**src/rtl/vend_pkg.sv**
```systemverilog
// Shared types and constants for the coin front end and the vending FSM.
package vend_pkg;

   typedef enum logic [1:0] {
      IDLE = 2'd0,
      QUAL = 2'd1,
      HELD = 2'd2,
      RELQ = 2'd3
   } chan_state_e;

   localparam int                  CREDIT_W   = 8;
   localparam logic [CREDIT_W-1:0] NICKEL_VAL = 8'd1;
   localparam logic [CREDIT_W-1:0] DIME_VAL   = 8'd2;

   // Credit is a running total that must pin at full scale rather than wrap.
   function automatic logic [CREDIT_W-1:0] sat_add(input logic [CREDIT_W-1:0] a,
                                                   input logic [CREDIT_W-1:0] b);
      logic [CREDIT_W:0] sum;
      sum = {1'b0, a} + {1'b0, b};
      return sum[CREDIT_W] ? {CREDIT_W{1'b1}} : sum[CREDIT_W-1:0];
   endfunction

endpackage

```
**src/rtl/coin_debounce.sv**
```systemverilog
// One coin-switch channel: two-flop synchronizer, press/release qualifier FSM
// and its down-counter. qual_o is high for the single cycle that commits QUAL->HELD.
//
//   state | meaning
//   IDLE  | switch released and qualified low
//   QUAL  | counting consecutive high samples toward a press
//   HELD  | press qualified, event already issued
//   RELQ  | counting consecutive low samples toward a release
module coin_debounce
   import vend_pkg::*;
#(
   parameter int DEBOUNCE_CYCLES = 8
) (
   input  logic clk,
   input  logic rst_n,
   input  logic raw_i,
   output logic qual_o
);

   localparam logic [7:0] RELOAD = 8'(DEBOUNCE_CYCLES - 1);

   logic [1:0]  sync_q;
   chan_state_e state_q, state_d;
   logic [7:0]  cnt_q, cnt_d;
   logic        smp;

   assign smp = sync_q[1];

   always_ff @(posedge clk or negedge rst_n) begin
      if (!rst_n) begin
         sync_q  <= 2'b00;
         state_q <= IDLE;
         cnt_q   <= 8'd0;
      end else begin
         sync_q  <= {sync_q[0], raw_i};
         state_q <= state_d;
         cnt_q   <= cnt_d;
      end
   end

   // The sample that opens QUAL/RELQ counts as the first of the run.
   always_comb begin
      state_d = state_q;
      cnt_d   = cnt_q;
      qual_o  = 1'b0;
      case (state_q)
         IDLE: begin
            if (smp) begin
               state_d = QUAL;
               cnt_d   = RELOAD;
            end
         end
         QUAL: begin
            if (!smp) begin
               state_d = IDLE;
               cnt_d   = 8'd0;
            end else if (cnt_q == 8'd1) begin
               state_d = HELD;
               cnt_d   = 8'd0;
               qual_o  = 1'b1;
            end else begin
               cnt_d = cnt_q - 8'd1;
            end
         end
         HELD: begin
            if (!smp) begin
               state_d = RELQ;
               cnt_d   = RELOAD;
            end
         end
         RELQ: begin
            if (smp) begin
               state_d = HELD;
               cnt_d   = 8'd0;
            end else if (cnt_q == 8'd1) begin
               state_d = IDLE;
               cnt_d   = 8'd0;
            end else begin
               cnt_d = cnt_q - 8'd1;
            end
         end
         default: begin
            state_d = IDLE;
            cnt_d   = 8'd0;
         end
      endcase
   end

endmodule

```
**src/rtl/coin_conditioner.sv**
```systemverilog
// Coin front end: two debounced channels, dime-first arbitration with a
// one-deep nickel pending flag, and the saturating credit accumulator.
module coin_conditioner
   import vend_pkg::*;
#(
   parameter int DEBOUNCE_CYCLES = 8
) (
   input  logic                clk,
   input  logic                rst_n,
   input  logic                nickel_raw,
   input  logic                dime_raw,
   input  logic                credit_clr,
   output logic                nickel_pulse,
   output logic                dime_pulse,
   output logic [CREDIT_W-1:0] credit
);

   logic                nickel_qual, dime_qual;
   logic                nickel_pulse_q, nickel_pulse_d;
   logic                dime_pulse_q, dime_pulse_d;
   logic                pend_q, pend_d;
   logic [CREDIT_W-1:0] credit_q, credit_d;
   logic [CREDIT_W-1:0] credit_base;

   coin_debounce #(.DEBOUNCE_CYCLES(DEBOUNCE_CYCLES)) u_nickel (
      .clk    (clk),
      .rst_n  (rst_n),
      .raw_i  (nickel_raw),
      .qual_o (nickel_qual)
   );

   coin_debounce #(.DEBOUNCE_CYCLES(DEBOUNCE_CYCLES)) u_dime (
      .clk    (clk),
      .rst_n  (rst_n),
      .raw_i  (dime_raw),
      .qual_o (dime_qual)
   );

   always_ff @(posedge clk or negedge rst_n) begin
      if (!rst_n) begin
         nickel_pulse_q <= 1'b0;
         dime_pulse_q   <= 1'b0;
         pend_q         <= 1'b0;
         credit_q       <= '0;
      end else begin
         nickel_pulse_q <= nickel_pulse_d;
         dime_pulse_q   <= dime_pulse_d;
         pend_q         <= pend_d;
         credit_q       <= credit_d;
      end
   end

   // Dime wins a tie; a deferred nickel goes out the following cycle.
   always_comb begin
      dime_pulse_d   = dime_qual;
      nickel_pulse_d = 1'b0;
      pend_d         = pend_q;
      if (dime_qual) begin
         pend_d = pend_q | nickel_qual;
      end else if (pend_q) begin
         nickel_pulse_d = 1'b1;
         pend_d         = 1'b0;
      end else begin
         nickel_pulse_d = nickel_qual;
      end
   end

   // Clear is applied before the coin value so a coin landing with a clear is kept.
   always_comb begin
      credit_base = credit_clr ? '0 : credit_q;
      credit_d    = credit_base;
      if (nickel_pulse_q) begin
         credit_d = sat_add(credit_base, NICKEL_VAL);
      end else if (dime_pulse_q) begin
         credit_d = sat_add(credit_base, DIME_VAL);
      end
   end

   assign nickel_pulse = nickel_pulse_q;
   assign dime_pulse   = dime_pulse_q;
   assign credit       = credit_q;

endmodule

```
**config.mk**
```make
export PLATFORM = sky130hd
export DESIGN_NAME = coin_conditioner
export DESIGN_NICKNAME = d
export VERILOG_FILES = /design/src/rtl/vend_pkg.sv /design/src/rtl/coin_debounce.sv /design/src/rtl/coin_conditioner.sv
export SDC_FILE = /design/constraint.sdc
export NUM_CORES = 1
export LEC_CHECK = 0
export ABC_AREA = 1
export BUFFER_PORTS_ARGS = -buffer_cell sky130_fd_sc_hd__buf_2
export CORE_MARGIN = 2
export CORE_UTILIZATION = 48
export CTS_CLUSTER_DIAMETER = 60
export CTS_CLUSTER_SIZE = 28
export DETAILED_ROUTE_END_ITERATION = 8
export PLACE_DENSITY = 0.74
export SLEW_MARGIN = 20
export SYNTH_ARGS = -nofsm -noshare
export SYNTH_HDL_FRONTEND = slang
export SYNTH_SLANG_ARGS = --single-unit
```
**constraint.sdc**
```tcl
create_clock -name clk -period 2.1 [get_ports clk]
set_input_delay 0.105 -clock clk [delete_from_list [all_inputs] [get_ports clk]]
set_output_delay 0.105 -clock clk [all_outputs]
set_load 0.01 [all_outputs]
```
==> key figures, run 1 <==
CTS
  – Clock Path Buffers: 2
  – CTS root buf: clkbuf_8
  – CTS tree: built
  – Clock transition at path regs: 0.07 ns
  – Htree depth: 2
  – Post-CTS Repair Setup Buffers: 0
  – CTS Hold Bufs: 3
  – Post-CTS Resized: 0
  – Clk sink count: 35
  – TritonCTS Buffers: 5
  – Skew-Pair Late Insertion Delay: 0.28 ns

Setup path
  – CP Max Fanout: 4
  – R2R Setup Slk: 0.57 ns
  – RR Startpoint: u_dime.cnt_q[1]
  – RR Endpoint: u_dime.cnt_q[4]
  – Worst EP arrival: 1.70 ns
  – Critical path type: reg -> reg
  – Worst EP required: 2.27 ns
  – Critical Path Source Type: flop
  – Reg2Reg Depth: 8
  – Critical path capture point type: flop

Drt
  – Vias: 1704
  – DR WL/cell: 10.5 um
  – Vias per cell: 4.95
  – WL final: 3620 um
  – Initial DRC Count: 130
  – Drt drc: 0
  – First-pass DRT Iterations: 4
  – DRT antenna net count: 0

Outcome
  – Status: finished clean

Global routing
  – First-pass GRT wire length: 6610 um
  – Number of global-route vias before repair: 1557
  – Largest net degree at the start of global routing: 36
  – Overflow after GRT: 0
  – Total track usage: 18.9%
  – Initial antenna violation count: 0

Timing
  – Final period util: 72.8%
  – RSZ-0062 raised after global routing: no
  – Setup ws final: 0.571 ns
  – Least-Margin Pin Slew: 0.762 ns
  – Hold Vio Cnt, Final: 0
  – Rel. slew slack: 49.2%
  – Fmax: 654 MHz
  – TNS Setup: 0 ns
  – Max Slew Vio Count: 0
  – Fin crit period: 1.53 ns
  – Final setup vio count: 0
  – Clock skew: 0.00551 ns

Cells and area
  – Area of the multi-input gates: 943 sq um
  – Most frequent cells in the layout: nand2_1, inv_1, nor2_1, dfrtp_1, nand3_1
  – Most common cell after layout, fill and taps aside: nand2_1
  – Diodes inserted: 0
  – Net count, final: 304
  – Fraction of layout cells with a size suffix above 1: 11.2%
  – Filler cells: 351
  – Reg area: 876 sq um
  – Area growth syn-to-layout: 14.2%

Power and ir drop
  – Pwr Total: 2.63 mW
  – Leak pwr: 1.23 nW
  – Peak VDD IR: 0.000864 V
  – PwrDens: 1160 mW/mm^2

Logic synthesis
  – Mapped Area: 0.00198 sq mm
  – Syn Inst Count: 269
  – Syn Nets: 280
  – Library cells used by synthesis: 20
  – FF+latch count, synth: 35
  – Synth Area per Inst: 7.36 sq um
  – Ys Warns: 0
  – Post-synthesis sequential area ratio: 44.2%

Die
  – DIE HEIGHT: 68.2 um
  – Std cell rows: 23
  – I/O pin total: 15
  – CORE AREA: 0.00397 sq mm
  – Die W: 68.2 um
  – Initial Util: 49.9%
  – Die Footprint: 0.00466 sq mm

Min path
  – WHS Endpoint: credit[6]
  – Hold depth: 4
  – Hold_sp: credit_clr
  – Worst hold path class: in -> reg

Placed design
  – Worst slack, placed: 0.605 ns
  – DP Wirelength: 2710 um
  – Port buffer count: 14
  – GPL Wtd Cong: 0.861

Run
  – # Max-Cap Violations: 0
==> state kept, by name (all words and copies together) (netlist names), named ones only <==
register / cells
credit: 8
u_dime.cnt_q: 8
u_nickel.cnt_q: 8
u_dime.sync_q: 2
u_nickel.sync_q: 2
dime_pulse: 1
nickel_pulse: 1
pend_q: 1
u_dime.state_q: 1
u_nickel.state_q: 1
==> per-stage QoR <==
step | area [sq um] | instances | utilization, % | hold WS [ns]
6_report | 2260 | 344 | 56.9 | 0.309
2_1_floorplan | 1980 | 269 | - | -0.191
3_3_place_gp | 2110 | 333 | 53.2 | 0.213
4_1_cts | 2260 | 344 | 56.9 | 0.298
5_1_grt | 2260 | 344 | 56.9 | 0.347
3_5_place_dp | 2110 | 333 | 53.2 | 0.214
==> how the worst max path moves through the flow <==
stage                    start              end  slack [ns]  cells after the start
2_1_floorplan        credit[2]        credit[7]        0.68                     10
3_3_place_gp         credit[2]        credit[7]        0.62                     10
3_5_place_dp        credit_clr        credit[7]        0.61                     12
4_1_cts        u_dime.cnt_q[1]  u_dime.cnt_q[4]        0.59                      8
5_1_grt        u_dime.cnt_q[1]  u_dime.cnt_q[4]        0.33                      8
6_report       u_dime.cnt_q[1]  u_dime.cnt_q[4]        0.57                      8
==> kinds of logic after synthesis <==
logic type | after synthesis | synth area share [%]
simple gates | 142 | 30.6
buf+inv | 43 | 8.15
flops | 35 | 44.2
compound gates | 33 | 8.78
xor+xnor | 10 | 4.42
fa+ha+maj | 6 | 3.79
==> cells in the mapped netlist (all sizes together) <==
cell,instances,area share (%)
xor2,8,3.5
nand3,23,5.8
nor3b,1,0.38
o21ai,21,5.3
o21a,2,0.76
nand4,4,1.3
nand2,70,14
o22ai,1,0.32
a21oi,8,2.0
nor2,40,8.2
dfrtp,35,44
and2,1,0.44
inv,43,8.1
a21boi,1,0.38
xnor2,2,0.88
nor3,3,0.76
ha,6,3.8
==> where the power goes <==
part	leakage, nW	switching, mW	internal (mW)
registers	0.455	0.178	0.862
clock network	0.0612	0.234	0.384
logic	0.711	0.600	0.376
total	1.23	1.01	1.62
==> worst max-delay path, stage by stage, from the launching register on <==
cell	delay [ns]
dfrtp_1	0.38
inv_1	0.09
ha_1	0.15
nor3b_1	0.25
nand2_1	0.16
nand3_1	0.14
nand2_1	0.10
inv_1	0.10
nor2_1	0.05
==> metal layers <==
metal / vias to the layer above / global-route usage, % / wire [um]
li1: 890 / - / -
met1: 773 / 25.1 / 1740
met2: 37 / 30.1 / 1690
met3: 4 / 5.59 / 139
met4: 0 / 5.50 / 42
met5: - / 0 / 0
==> final cells by class <==
class / count / area share (%)
multi-input cells: 191 / 41.7
flip-flops and latches: 35 / 38.7
inverters: 43 / 7.14
repair buffers: 17 / 4.43
clock buffers: 6 / 3.65
well taps: 50 / 2.77
clock inverters: 2 / 1.55
Power figures use the tool's default switching activity.
==> run 2: changes to the inputs <==
==> constraint.sdc (replaced) <==
create_clock -name clk -period 1.5 [get_ports clk]
set_input_delay 0.075 -clock clk [delete_from_list [all_inputs] [get_ports clk]]
set_output_delay 0.075 -clock clk [all_outputs]
set_load 0.01 [all_outputs]
==> run 2 against run 1 <==
Count of clock-buffer cells in the layout is the same. Setup slack got worse by 0.49 ns. Combinational power grew 61%. Clock skew rose by 0.0012 ns. Via count up 1.8%. Clock power increased by 32%.
==> key figures, run 2 (same netlist as run 1, synthesis figures left out) <==
Timing
  – Max Slew Vio Count: 0 (unchanged)
  – Final period util: 94.9% (+22 points)
  – Hold Vio Cnt, Final: 0 (unchanged)
  – Fin crit period: 1.42 ns (-0.106 ns)
  – Clock skew: 0.00673 ns (+0.00122 ns)
  – Final setup vio count: 0 (unchanged)
  – Least-Margin Pin Slew: 0.442 ns (-0.321 ns)
  – Setup ws final: 0.0769 ns (-0.494 ns)
  – Fmax: 703 MHz (+7.4%)
  – Rel. slew slack: 70.6% (+21 points)

Setup path
  – R2R Setup Slk: 0.08 ns (-0.49 ns)
  – WP buf/inv: 1 (-1)
  – Crit-path max cell delay: 0.36 ns (-0.02 ns)
  – Critical Path Source Type: flop
  – Critical path capture point type: flop
  – Critical-path cell list: nand2_1 > inv_2 > ha_2 > nand2_1 > nor2_2 > nand3_1 > nand2_1 > nand2_1 > nand2_1 > nand2_1
  – Critical path's most frequent cell: nand2_1
  – Critical path type: reg -> reg
  – Worst EP required: 1.68 ns (-0.59 ns)
  – Cell at the slowest stage of the critical path: dfrtp_1
  – Kind of cell adding the most delay to the critical path: simple AND/OR/NAND/NOR gates
  – Worst EP arrival: 1.61 ns (-0.09 ns)
  – CP Max Fanout: 3 (-1)
  – Reg2Reg Depth: 10 (+2)
  – RR Startpoint: credit[1]
  – RR Endpoint: credit[7]

CTS
  – Skew-Pair Late Insertion Delay: 0.29 ns (about the same)
  – CTS tree: built
  – Clock transition at path regs: 0.07 ns (about the same)
  – TritonCTS Buffers: 5 (unchanged)
  – Clk sink count: 35 (unchanged)
  – Htree depth: 2 (unchanged)
  – Post-CTS Repair Setup Buffers: 0 (unchanged)
  – Clock Path Buffers: 2 (unchanged)
  – CTS root buf: clkbuf_8

Placed design
  – GPL Wtd Cong: 0.845 (-1.9%)
  – Port buffer count: 14 (unchanged)
  – Placed cell count: 340 (+2.1%)
  – Worst slack, placed: -0.00385 ns (-0.609 ns)
  – DP Wirelength: 2830 um (+4.5%)

Drt
  – Vias per cell: 4.95 (about the same)
  – Initial DRC Count: 132 (+1.5%)
  – DR WL/cell: 11.4 um (+8.6%)
  – Top sig layer: met4
  – First-pass DRT Iterations: 5 (+1)
  – Vias: 1734 (+1.8%)
  – DRT antenna net count: 0 (unchanged)
  – Routed wl met2: 1910 um (+13%)
  – Metal-1 WL: 1880 um (+8.2%)
  – Drt drc: 0 (unchanged)
  – WL final: 4000 um (+11%)
  – Met3 WL: 154 um (+11%)

Outcome
  – Status: finished clean

Die
  – Die W: 68.2 um (unchanged)
  – Die Footprint: 0.00466 sq mm (unchanged)
  – DIE HEIGHT: 68.2 um (unchanged)
  – Initial Util: 49.9% (unchanged)
  – Std cell rows: 23 (unchanged)
  – CORE AREA: 0.00397 sq mm (unchanged)
  – I/O pin total: 15 (unchanged)

Global routing
  – First-pass GRT wire length: 6800 um (+2.8%)
  – Number of global-route vias before repair: 1645 (+5.7%)
  – Overflow after GRT: 0 (unchanged)
  – Largest net degree at the start of global routing: 36 (unchanged)
  – Total track usage: 19.7% (+0.77 points)
  – Initial antenna violation count: 0 (unchanged)

Cells and area
  – Layout Cells excl Fill: 350 (+1.7%)
  – Most common cell after layout, fill and taps aside: nand2_1
  – Filler cells: 378 (+7.7%)
  – Net count, final: 311 (+2.3%)
  – Most frequent cells in the layout: nand2_1, inv_1, dfrtp_1
  – Diodes inserted: 0 (unchanged)
  – Fraction of layout cells with a size suffix above 1: 17.7% (+6.4 points)
  – Area growth syn-to-layout: 18.9%

Min path
  – Hold_sp: credit_clr
  – Hold depth: 6 (+2)
  – WHS Endpoint: credit[0]
  – Worst hold path class: in -> reg

Power and ir drop
  – Peak VDD IR: 0.000890 V (+3.1%)
  – PwrDens: 1620 mW/mm^2 (+39%)
  – Leak pwr: 1.26 nW (+2.6%)

Run
  – # Max-Cap Violations: 0 (unchanged)
run 2: cell type report:
class                      count  area (sq um)  share of cell area [%]
inverter                      43           161                    6.85
sequential                    35           876                    37.2
clock inverter                 1          30.0                    1.28
clock buffer                   6          72.6                    3.08
tap                           50          62.6                    2.66
multi-input combinational    191          1000                    42.5
timing repair buffer          24           153                    6.48
run 2: worst register-to-register path, stage by stage, from the launching register on:
cell	delay [ns]
dfrtp_1	0.36
nand2_1	0.10
inv_2	0.08
ha_2	0.18
nand2_1	0.10
nor2_2	0.18
nand3_1	0.10
nand2_1	0.08
nand2_1	0.05
nand2_1	0.05
nand2_1	0.05
run 2: worst max-delay path by stage:
stage	slack, ns	startpoint	to	cells after the start
global placement	0.04	credit[0]	credit[1]	9
floorplan	0.08	credit[2]	credit[7]	10
CTS	0.004	credit[1]	credit[2]	8
global route	-0.01	u_dime.cnt_q[1]	u_dime.cnt_q[6]	8
detailed placement	-0.004	u_dime.cnt_q[1]	u_dime.cnt_q[5]	8
finish	0.08	credit[1]	credit[7]	10
run 2: through the flow:
stage	cell area (sq um)	total power [mW]	setup TNS (ns)	hold slack, ns	utilization [%]
2_1_floorplan	1980	2.50	0	-0.221	-
3_3_place_gp	2170	2.90	0	0.135	54.5
3_5_place_dp	2170	2.92	-0.00474	0.139	54.5
4_1_cts	2300	3.76	0	0.231	58.0
5_1_grt	2350	4.19	-0.0148	0.305	59.3
6_report	2350	3.82	0	0.238	59.3
run 2: what timing repair did:
item	in CTS	in global routing
resized for setup	1	18
pin swaps	1	2
hold buffers	3	0
endpoints found under the hold margin	37	0
setup endpoints to repair	6	15
run 2: report_power, final:
part / switching (mW) / internal [mW]
clock: 0.326 / 0.487
combinational: 0.933 / 0.634
sequential: 0.232 / 1.21
run 2: layer usage:
layer / vias up / GRT usage (%)
met3: 6 / 4.93
met1: 800 / 23.6
li1: 900 / -
met2: 28 / 32.6
met4: 0 / 10.3
met5: - / 0
